**src/rtl/cpu_seq_pkg.sv**
```systemverilog
// Shared definitions for the instruction stage sequencer: state encodings,
// opcode constants, timeout default and the opcode-class payload.
package cpu_seq_pkg;

  localparam int unsigned OP_W            = 6;
  localparam int unsigned ST_W            = 3;
  localparam int unsigned TO_W            = 4;
  localparam int unsigned CNT_W           = 16;
  localparam int unsigned MEM_TIMEOUT_DEF = 15;

  typedef enum logic [ST_W-1:0] {
    ST_IDLE   = 3'd0,
    ST_IF     = 3'd1,
    ST_ID     = 3'd2,
    ST_ALU    = 3'd3,
    ST_MEM    = 3'd4,
    ST_RB     = 3'd5,
    ST_HALTED = 3'd6,
    ST_ERROR  = 3'd7
  } state_t;

  localparam logic [OP_W-1:0] OP_HLT = 6'b000000;
  localparam logic [OP_W-1:0] OP_LDI = 6'b010000;
  localparam logic [OP_W-1:0] OP_LUI = 6'b010001;
  localparam logic [OP_W-1:0] OP_LW  = 6'b011000;
  localparam logic [OP_W-1:0] OP_SW  = 6'b011001;
  localparam logic [OP_W-1:0] OP_LB  = 6'b011010;
  localparam logic [OP_W-1:0] OP_SB  = 6'b011011;
  localparam logic [OP_W-1:0] OP_JMP = 6'b100000;
  localparam logic [OP_W-1:0] OP_JR  = 6'b100001;
  localparam logic [OP_W-1:0] OP_BEQ = 6'b100010;
  localparam logic [OP_W-1:0] OP_BLT = 6'b100011;

  typedef struct packed {
    logic is_halt;
    logic is_mem;
  } op_class_t;

  // True for the load/store opcodes that need a data-memory stage
  function automatic logic is_mem_op(input logic [OP_W-1:0] op);
    return (op == OP_LW) || (op == OP_SW) || (op == OP_LB) || (op == OP_SB);
  endfunction

endpackage

```
**src/rtl/stage_sequencer_if.sv**
```systemverilog
// Control/status bundle between the sequencer (slave) and its driver (master).
//   inputs to sequencer : start, stall, opcode, imem_ready, dmem_ready
//   outputs             : stage strobes, state, busy, halted, error, instr_count
interface stage_sequencer_if;
  import cpu_seq_pkg::*;

  logic             start;
  logic             stall;
  logic [OP_W-1:0]  opcode;
  logic             imem_ready;
  logic             dmem_ready;

  logic             IF_en;
  logic             ID_en;
  logic             ALU_en;
  logic             MEM_en;
  logic             RB_BR_en;
  logic [ST_W-1:0]  state;
  logic             busy;
  logic             halted;
  logic             error;
  logic [CNT_W-1:0] instr_count;

  modport master (
    output start, stall, opcode, imem_ready, dmem_ready,
    input  IF_en, ID_en, ALU_en, MEM_en, RB_BR_en,
    input  state, busy, halted, error, instr_count
  );

  modport slave (
    input  start, stall, opcode, imem_ready, dmem_ready,
    output IF_en, ID_en, ALU_en, MEM_en, RB_BR_en,
    output state, busy, halted, error, instr_count
  );

endinterface

```
**src/rtl/op_class.sv**
```systemverilog
// Combinational opcode classifier.
//   i_opcode : instruction opcode
//   o_class  : {is_halt, is_mem}
module op_class
  import cpu_seq_pkg::*;
(
  input  logic [OP_W-1:0] i_opcode,
  output op_class_t       o_class
);

  always_comb begin
    o_class         = '0;
    o_class.is_halt = (i_opcode == OP_HLT);
    o_class.is_mem  = is_mem_op(i_opcode);
  end

endmodule

```
**src/rtl/stage_sequencer.sv**
```systemverilog
// Multi-cycle instruction stage sequencer IF -> ID -> ALU -> [MEM] -> RB,
// with memory-wait timeout, global stall and terminal HALTED/ERROR states.
//   clk, rst_n : clock, asynchronous active-low reset
//   bus        : control/status bundle (slave side)
module stage_sequencer
  import cpu_seq_pkg::*;
#(
  parameter int unsigned MEM_TIMEOUT = MEM_TIMEOUT_DEF
) (
  input  logic              clk,
  input  logic              rst_n,
  stage_sequencer_if.slave  bus
);

  localparam logic [TO_W-1:0] TO_LIMIT = TO_W'(MEM_TIMEOUT);

  state_t           r_state;
  state_t           w_next;
  logic [OP_W-1:0]  r_op_q;
  logic [OP_W-1:0]  w_cls_op;
  logic [TO_W-1:0]  r_to_cnt;
  logic [CNT_W-1:0] r_instr_count;
  op_class_t        w_class;
  logic             w_waiting;
  logic             w_wait_ready;
  logic             w_timeout;

  // ID decides on the live opcode; ALU decides on the copy latched in ID
  assign w_cls_op = (r_state == ST_ID) ? bus.opcode : r_op_q;

  op_class u_op_class (
    .i_opcode (w_cls_op),
    .o_class  (w_class)
  );

  // Ready line that matters in the current wait state
  assign w_waiting    = (r_state == ST_IF) || (r_state == ST_MEM);
  assign w_wait_ready = (r_state == ST_MEM) ? bus.dmem_ready : bus.imem_ready;
  assign w_timeout    = w_waiting && !w_wait_ready && (r_to_cnt == TO_LIMIT);

  // State register
  always_ff @(posedge clk or negedge rst_n) begin
    if (!rst_n) begin
      r_state <= ST_IDLE;
    end else begin
      r_state <= w_next;
    end
  end

  // Next-state logic; stall overrides every transition
  always_comb begin
    w_next = r_state;
    if (!bus.stall) begin
      case (r_state)
        ST_IDLE: if (bus.start) w_next = ST_IF;
        ST_IF: begin
          if (bus.imem_ready)  w_next = ST_ID;
          else if (w_timeout)  w_next = ST_ERROR;
        end
        ST_ID:   w_next = w_class.is_halt ? ST_HALTED : ST_ALU;
        ST_ALU:  w_next = w_class.is_mem  ? ST_MEM    : ST_RB;
        ST_MEM: begin
          if (bus.dmem_ready)  w_next = ST_RB;
          else if (w_timeout)  w_next = ST_ERROR;
        end
        ST_RB:   w_next = ST_IF;
        default: w_next = r_state;
      endcase
    end
  end

  // Opcode latch, wait counter and retired-instruction counter.
  // The wait counter sits at zero outside IF/MEM, so it is clear on entry.
  always_ff @(posedge clk or negedge rst_n) begin
    if (!rst_n) begin
      r_op_q        <= '0;
      r_to_cnt      <= '0;
      r_instr_count <= '0;
    end else if (!bus.stall) begin
      if (r_state == ST_ID) r_op_q <= bus.opcode;

      if (w_waiting && !w_wait_ready && !w_timeout) r_to_cnt <= r_to_cnt + TO_W'(1);
      else                                          r_to_cnt <= '0;

      if ((r_state == ST_RB) && (r_instr_count != '1))
        r_instr_count <= r_instr_count + CNT_W'(1);
    end
  end

  // Output decode of the registered state
  always_comb begin
    bus.IF_en       = 1'b0;
    bus.ID_en       = 1'b0;
    bus.ALU_en      = 1'b0;
    bus.MEM_en      = 1'b0;
    bus.RB_BR_en    = 1'b0;
    bus.busy        = 1'b0;
    bus.halted      = 1'b0;
    bus.error       = 1'b0;
    bus.state       = ST_W'(r_state);
    bus.instr_count = r_instr_count;
    case (r_state)
      ST_IF:     begin bus.IF_en    = 1'b1; bus.busy = 1'b1; end
      ST_ID:     begin bus.ID_en    = 1'b1; bus.busy = 1'b1; end
      ST_ALU:    begin bus.ALU_en   = 1'b1; bus.busy = 1'b1; end
      ST_MEM:    begin bus.MEM_en   = 1'b1; bus.busy = 1'b1; end
      ST_RB:     begin bus.RB_BR_en = 1'b1; bus.busy = 1'b1; end
      ST_HALTED: bus.halted = 1'b1;
      ST_ERROR:  bus.error  = 1'b1;
      default:   ;
    endcase
  end

endmodule

```
**src/flat_wrapper.sv**
```systemverilog
// flat-port wrapper written by rule: the top's interface ports become plain ports
module stage_sequencer_flat import cpu_seq_pkg::*;
#(
  parameter int unsigned MEM_TIMEOUT = MEM_TIMEOUT_DEF
)
  (clk, rst_n, bus_start, bus_stall, bus_opcode, bus_imem_ready, bus_dmem_ready, bus_IF_en, bus_ID_en, bus_ALU_en, bus_MEM_en, bus_RB_BR_en, bus_state, bus_busy, bus_halted, bus_error, bus_instr_count);
  stage_sequencer_if bus_i ();
  input  logic clk;
  input  logic rst_n;
  input wire logic [$bits(bus_i.start)-1:0] bus_start;
  input wire logic [$bits(bus_i.stall)-1:0] bus_stall;
  input wire logic [$bits(bus_i.opcode)-1:0] bus_opcode;
  input wire logic [$bits(bus_i.imem_ready)-1:0] bus_imem_ready;
  input wire logic [$bits(bus_i.dmem_ready)-1:0] bus_dmem_ready;
  output wire logic [$bits(bus_i.IF_en)-1:0] bus_IF_en;
  output wire logic [$bits(bus_i.ID_en)-1:0] bus_ID_en;
  output wire logic [$bits(bus_i.ALU_en)-1:0] bus_ALU_en;
  output wire logic [$bits(bus_i.MEM_en)-1:0] bus_MEM_en;
  output wire logic [$bits(bus_i.RB_BR_en)-1:0] bus_RB_BR_en;
  output wire logic [$bits(bus_i.state)-1:0] bus_state;
  output wire logic [$bits(bus_i.busy)-1:0] bus_busy;
  output wire logic [$bits(bus_i.halted)-1:0] bus_halted;
  output wire logic [$bits(bus_i.error)-1:0] bus_error;
  output wire logic [$bits(bus_i.instr_count)-1:0] bus_instr_count;
  assign bus_i.start = bus_start;
  assign bus_i.stall = bus_stall;
  assign bus_i.opcode = bus_opcode;
  assign bus_i.imem_ready = bus_imem_ready;
  assign bus_i.dmem_ready = bus_dmem_ready;
  assign bus_IF_en = bus_i.IF_en;
  assign bus_ID_en = bus_i.ID_en;
  assign bus_ALU_en = bus_i.ALU_en;
  assign bus_MEM_en = bus_i.MEM_en;
  assign bus_RB_BR_en = bus_i.RB_BR_en;
  assign bus_state = bus_i.state;
  assign bus_busy = bus_i.busy;
  assign bus_halted = bus_i.halted;
  assign bus_error = bus_i.error;
  assign bus_instr_count = bus_i.instr_count;
  stage_sequencer #(.MEM_TIMEOUT(MEM_TIMEOUT)) u_core (.clk(clk), .rst_n(rst_n), .bus(bus_i));
endmodule
```
**config.mk**
```make
export PLATFORM = sky130hd
export DESIGN_NAME = stage_sequencer_flat
export DESIGN_NICKNAME = d
export VERILOG_FILES = /design/src/rtl/cpu_seq_pkg.sv /design/src/rtl/stage_sequencer_if.sv /design/src/rtl/op_class.sv /design/src/rtl/stage_sequencer.sv /design/src/flat_wrapper.sv
export SDC_FILE = /design/constraint.sdc
export NUM_CORES = 1
export LEC_CHECK = 0
export ABC_CLOCK_PERIOD_IN_PS = 2800
export CORE_UTILIZATION = 35
export CTS_CLUSTER_SIZE = 16
export DETAILED_ROUTE_END_ITERATION = 10
export DONT_BUFFER_PORTS = 1
export GPL_ROUTABILITY_DRIVEN = 0
export HOLD_SLACK_MARGIN = 0.03
export PLACE_DENSITY = 0.53
export SYNTH_ARGS = -nofsm -noshare
export SYNTH_HDL_FRONTEND = slang
export SYNTH_HIERARCHICAL = 1
export SYNTH_SLANG_ARGS = --single-unit
```
**constraint.sdc**
```tcl
create_clock -name clk -period 2.8 [get_ports clk]
set_input_delay 0.42 -clock clk [delete_from_list [all_inputs] [get_ports clk]]
set_output_delay 0.42 -clock clk [all_outputs]
set_load 0.01 [all_outputs]
```
==> flow_summary_export.csv <==
group,metric,value,unit
detailed_routing,drt-wirelength-per-cell,15.9,um
detailed_routing,via_per_inst,5.62,
place,io_buffers,0,
power,power_density,496,nW/um^2
power,p_leak,0.901,nW
detailed_routing,first_pass_iters,7,
yosys,synth_commonest_cells,"29 x dfrtp_1, 12 x mux2_2, 10 x nand2_1",
place,dpl_cell_area,1740,um^2
worst_setup_path,worst-path-buf-inv,0,
worst_setup_path,crit_chain,"nor3_2 -> mux2_2 -> or4_1 -> nor3_2 -> a31oi_1 -> a31oi_1 -> o31ai_1",
worst_setup_path,critPathKind,"flip-flop to flip-flop",
worst_setup_path,critical-path-slowest-cell,"or4_1",
grt,grt_max_degree,30,
detailed_routing,routed_wl,3.55,mm
clock_network,cts_tree,"yes",
yosys,seq_area_frac_synth,43.3,%
sta,drv_slew,0,
sta,fin_ws,365,ps
sta,finalCriticalPeriod,2440,ps
run_status,violations,"DRC",
run_status,run_status,"finished, violations left",
job,cap_violations,0,
floorplanning,core-area,4470,um^2
sta,rsz0062_at_grt,"no",
power,combPwrFrac,1.6,%
floorplanning,row_count,24,
power,p_seq_share,44.3,%
clock_network,htreeDepth,2,
grt,antenna_found_initial,0,
worst_setup_path,crit_required,2960,ps
hold_path,min_path_cells,1,
yosys,syn_area_per_cell,10.3,um^2
yosys,synth.most_common_cell,"dfrtp_1",
detailed_routing,first_iter_violations,74,
yosys,synth_top_area_share,43.3,%
power,p_sw,0.000167,W
sta,fmax,0.411,GHz
final_layout,stdcell_count,223,
yosys,ys_async_sr_fraction,100,%
power,netSwitchingFraction,17.7,%
clock_network,clock_sinks,29,
grt,grt_pass1_wl,5.96,mm
floorplanning,die_h,71.2,um
detailed_routing,drt.antenna.violating_nets,0,
clock_network,clockRootBuffer,"clkbuf_8",
clock_network,clock_latency,280,ps
yosys,synthCells,163,
final_layout,drive_gt1_share,20.5,%
floorplanning,initial_core_util,37.5,%
worst_setup_path,start_kind,"flip-flop",
worst_setup_path,reg2reg_from,"u_core/bus.state[0]",
floorplanning,die_w,71.2,um
worst_setup_path,cp-end-kind,"flip-flop",
sta,hold_viol,0,
worst_setup_path,cp.arrival,2590,ps
yosys,synthesis.nets,177,
clock_network,clk_pin_slew_worst_paths,60,ps
yosys,synth_ff_type,"dfrtp_1",
hold_path,whs_endpoint,"u_core/r_to_cnt[1]",
sta,clock_skew,4.95,ps
place,pre_cts_ws,394,ps
clock_network,ctsLongestPathBuffers,2,
worst_setup_path,cp_slowest_stage_delay,540,ps
power,internal_power,0.000779,W
sta,min_period_over_period,87.0,%
worst_setup_path,path_delay_family,"simple AND/OR/NAND/NOR gates",
final_layout,fin_nets,184,
yosys,netlist_area,1680,um^2
detailed_routing,drc_errors,1,
grt,first_global_vias,1241,
yosys,synthTopCellsByArea,"dfrtp_1 43%, mux2_2 8.1%, xor2_1 3.7%, xnor2_1 2.6%, a21oi_1 2.4%",
floorplanning,io_pins,39,
place,dpl.cell_count,213,
final_layout,fin_area,1910,um^2
final_layout,area_growth,13.8,%
sta,setup_viol,0,
yosys,yosys.area.top_type,"dfrtp_1",
worst_setup_path,reg2reg_depth,7,
yosys,synth_edf_count,0,
power,peakVddDrop,0.289,mV
place,hpwl,2.56,mm
worst_setup_path,r2r_end,"u_core/bus.state[0]",
grt,grt_use_total,15.3,%
final_layout,diodes,0,
clock_network,cts_setup_buffers,0,
sta,relSlewSlack,55.4,%
hold_path,min-delay-start,"bus_stall",
yosys,postSynthRegisterBits,29,
detailed_routing,num_vias,1254,
floorplanning,die_area,5070,um^2
grt,grt_overflow,0,
sta,tightest_slew,663,ps
clock_network,cts_buffers,5,
power,clockPowerShare,54.1,%
yosys,yosys_warnings,6,
hold_path,hold_class,"input pin to flip-flop",
yosys,yosysUniqueCellTypes,45,
worst_setup_path,crit_fanout,5,
sta,setup_tns,0,ps
worst_setup_path,r2r_slack,360,ps
state kept, by name (all words and copies together), names as in the netlist:
name	count
u_core/r_to_cnt	4
u_core/r_op_q	6
u_core/bus.state	3
u_core/bus.instr_count	16
how the worst max path moves through the flow:
stage	from	endpoint	cells after the start
6_report	u_core/bus.state[0]	u_core/bus.state[0]	7
5_1_grt	u_core/bus.state[1]	u_core/bus.state[0]	8
4_1_cts	u_core/bus.state[0]	u_core/bus.state[0]	7
2_1_floorplan	u_core/bus.state[1]	u_core/bus.state[0]	8
3_3_place_gp	u_core/bus.state[0]	u_core/bus.state[0]	7
3_5_place_dp	u_core/bus.state[0]	u_core/bus.state[0]	7
layout make-up:
class / instances / area (um^2)
Fill cell: 433 / 2570
Multi-Input combinational cell: 122 / 901
Sequential cell: 29 / 726
Clock buffer: 5 / 68.8
Clock inverter: 3 / 65.1
Tap cell: 52 / 65.1
Timing Repair Buffer: 6 / 60.1
Inverter: 6 / 22.5
power groups by stage:
stage / clock network (W) / logic, W / registers, W
CTS: 0.000527 / 0.0000163 / 0.000419
finish: 0.000512 / 0.0000153 / 0.000419
global route: 0.000549 / 0.0000182 / 0.000419
floorplan: 0 / 0.00000599 / 0.000427
global placement: 0 / 0.00000291 / 0.000427
detailed placement: 0 / 0.00000292 / 0.000427
timing repair:
item	4_1_cts	5_1_grt
hold buffers	2	0
resized for setup	0	0
endpoints found under the hold margin	29	0
worst reg2reg max path: cells and delay by family (launching register included):
kind               cells  cell delay, ps
and+or+nand+nor        3            1080
DFF                    1             440
muxes                  1             410
AOI/OAI and AO/OA      3             390
cell usage in the layout, fill, tap and decap left out, types with 3 or more instances in the layout:
master and count:
dfrtp_1 29, nor4_1 3, nor3_1 8, mux2_2 12, nand4_1 3, inv_1 6
nand2_1 10, xnor2_1 5, buf_4 4, clkbuf_8 5, o31ai_1 3, nand2b_1 3
a21oi_1 8, xor2_1 7, nand3_1 8, nor2_1 8, o21ai_0 4
through the flow:
step	utilization, %	hold slack (ps)	power (W)
after floorplan	-	124	0.000433
after global placement	39.0	125	0.000430
after detailed placement	39.0	125	0.000430
after CTS	42.6	242	0.000962
after global routing	42.6	246	0.000986
final	42.6	254	0.000946
cell families (layout without fill, tap and decap cells):
family	after synthesis	after routing	synth area share, %
mux	13	13	8.73
simple gates	67	67	26.0
compound gates	28	28	11.3
flops	29	29	43.3
buf+inv	12	20	2.99
fa+ha+maj	2	2	1.49
xor+xnor	12	12	6.27
routing by layer:
layer  global-route usage, %  vias to the layer above  routed length (um)
met5                       0                        -                   0
met4                    6.00                        0                  39
met3                    6.75                        5                 238
met2                    22.9                       25                1600
met1                    19.4                      600                1670
li1                        -                      624                   -
No activity file was read; power rests on OpenSTA's default activity.
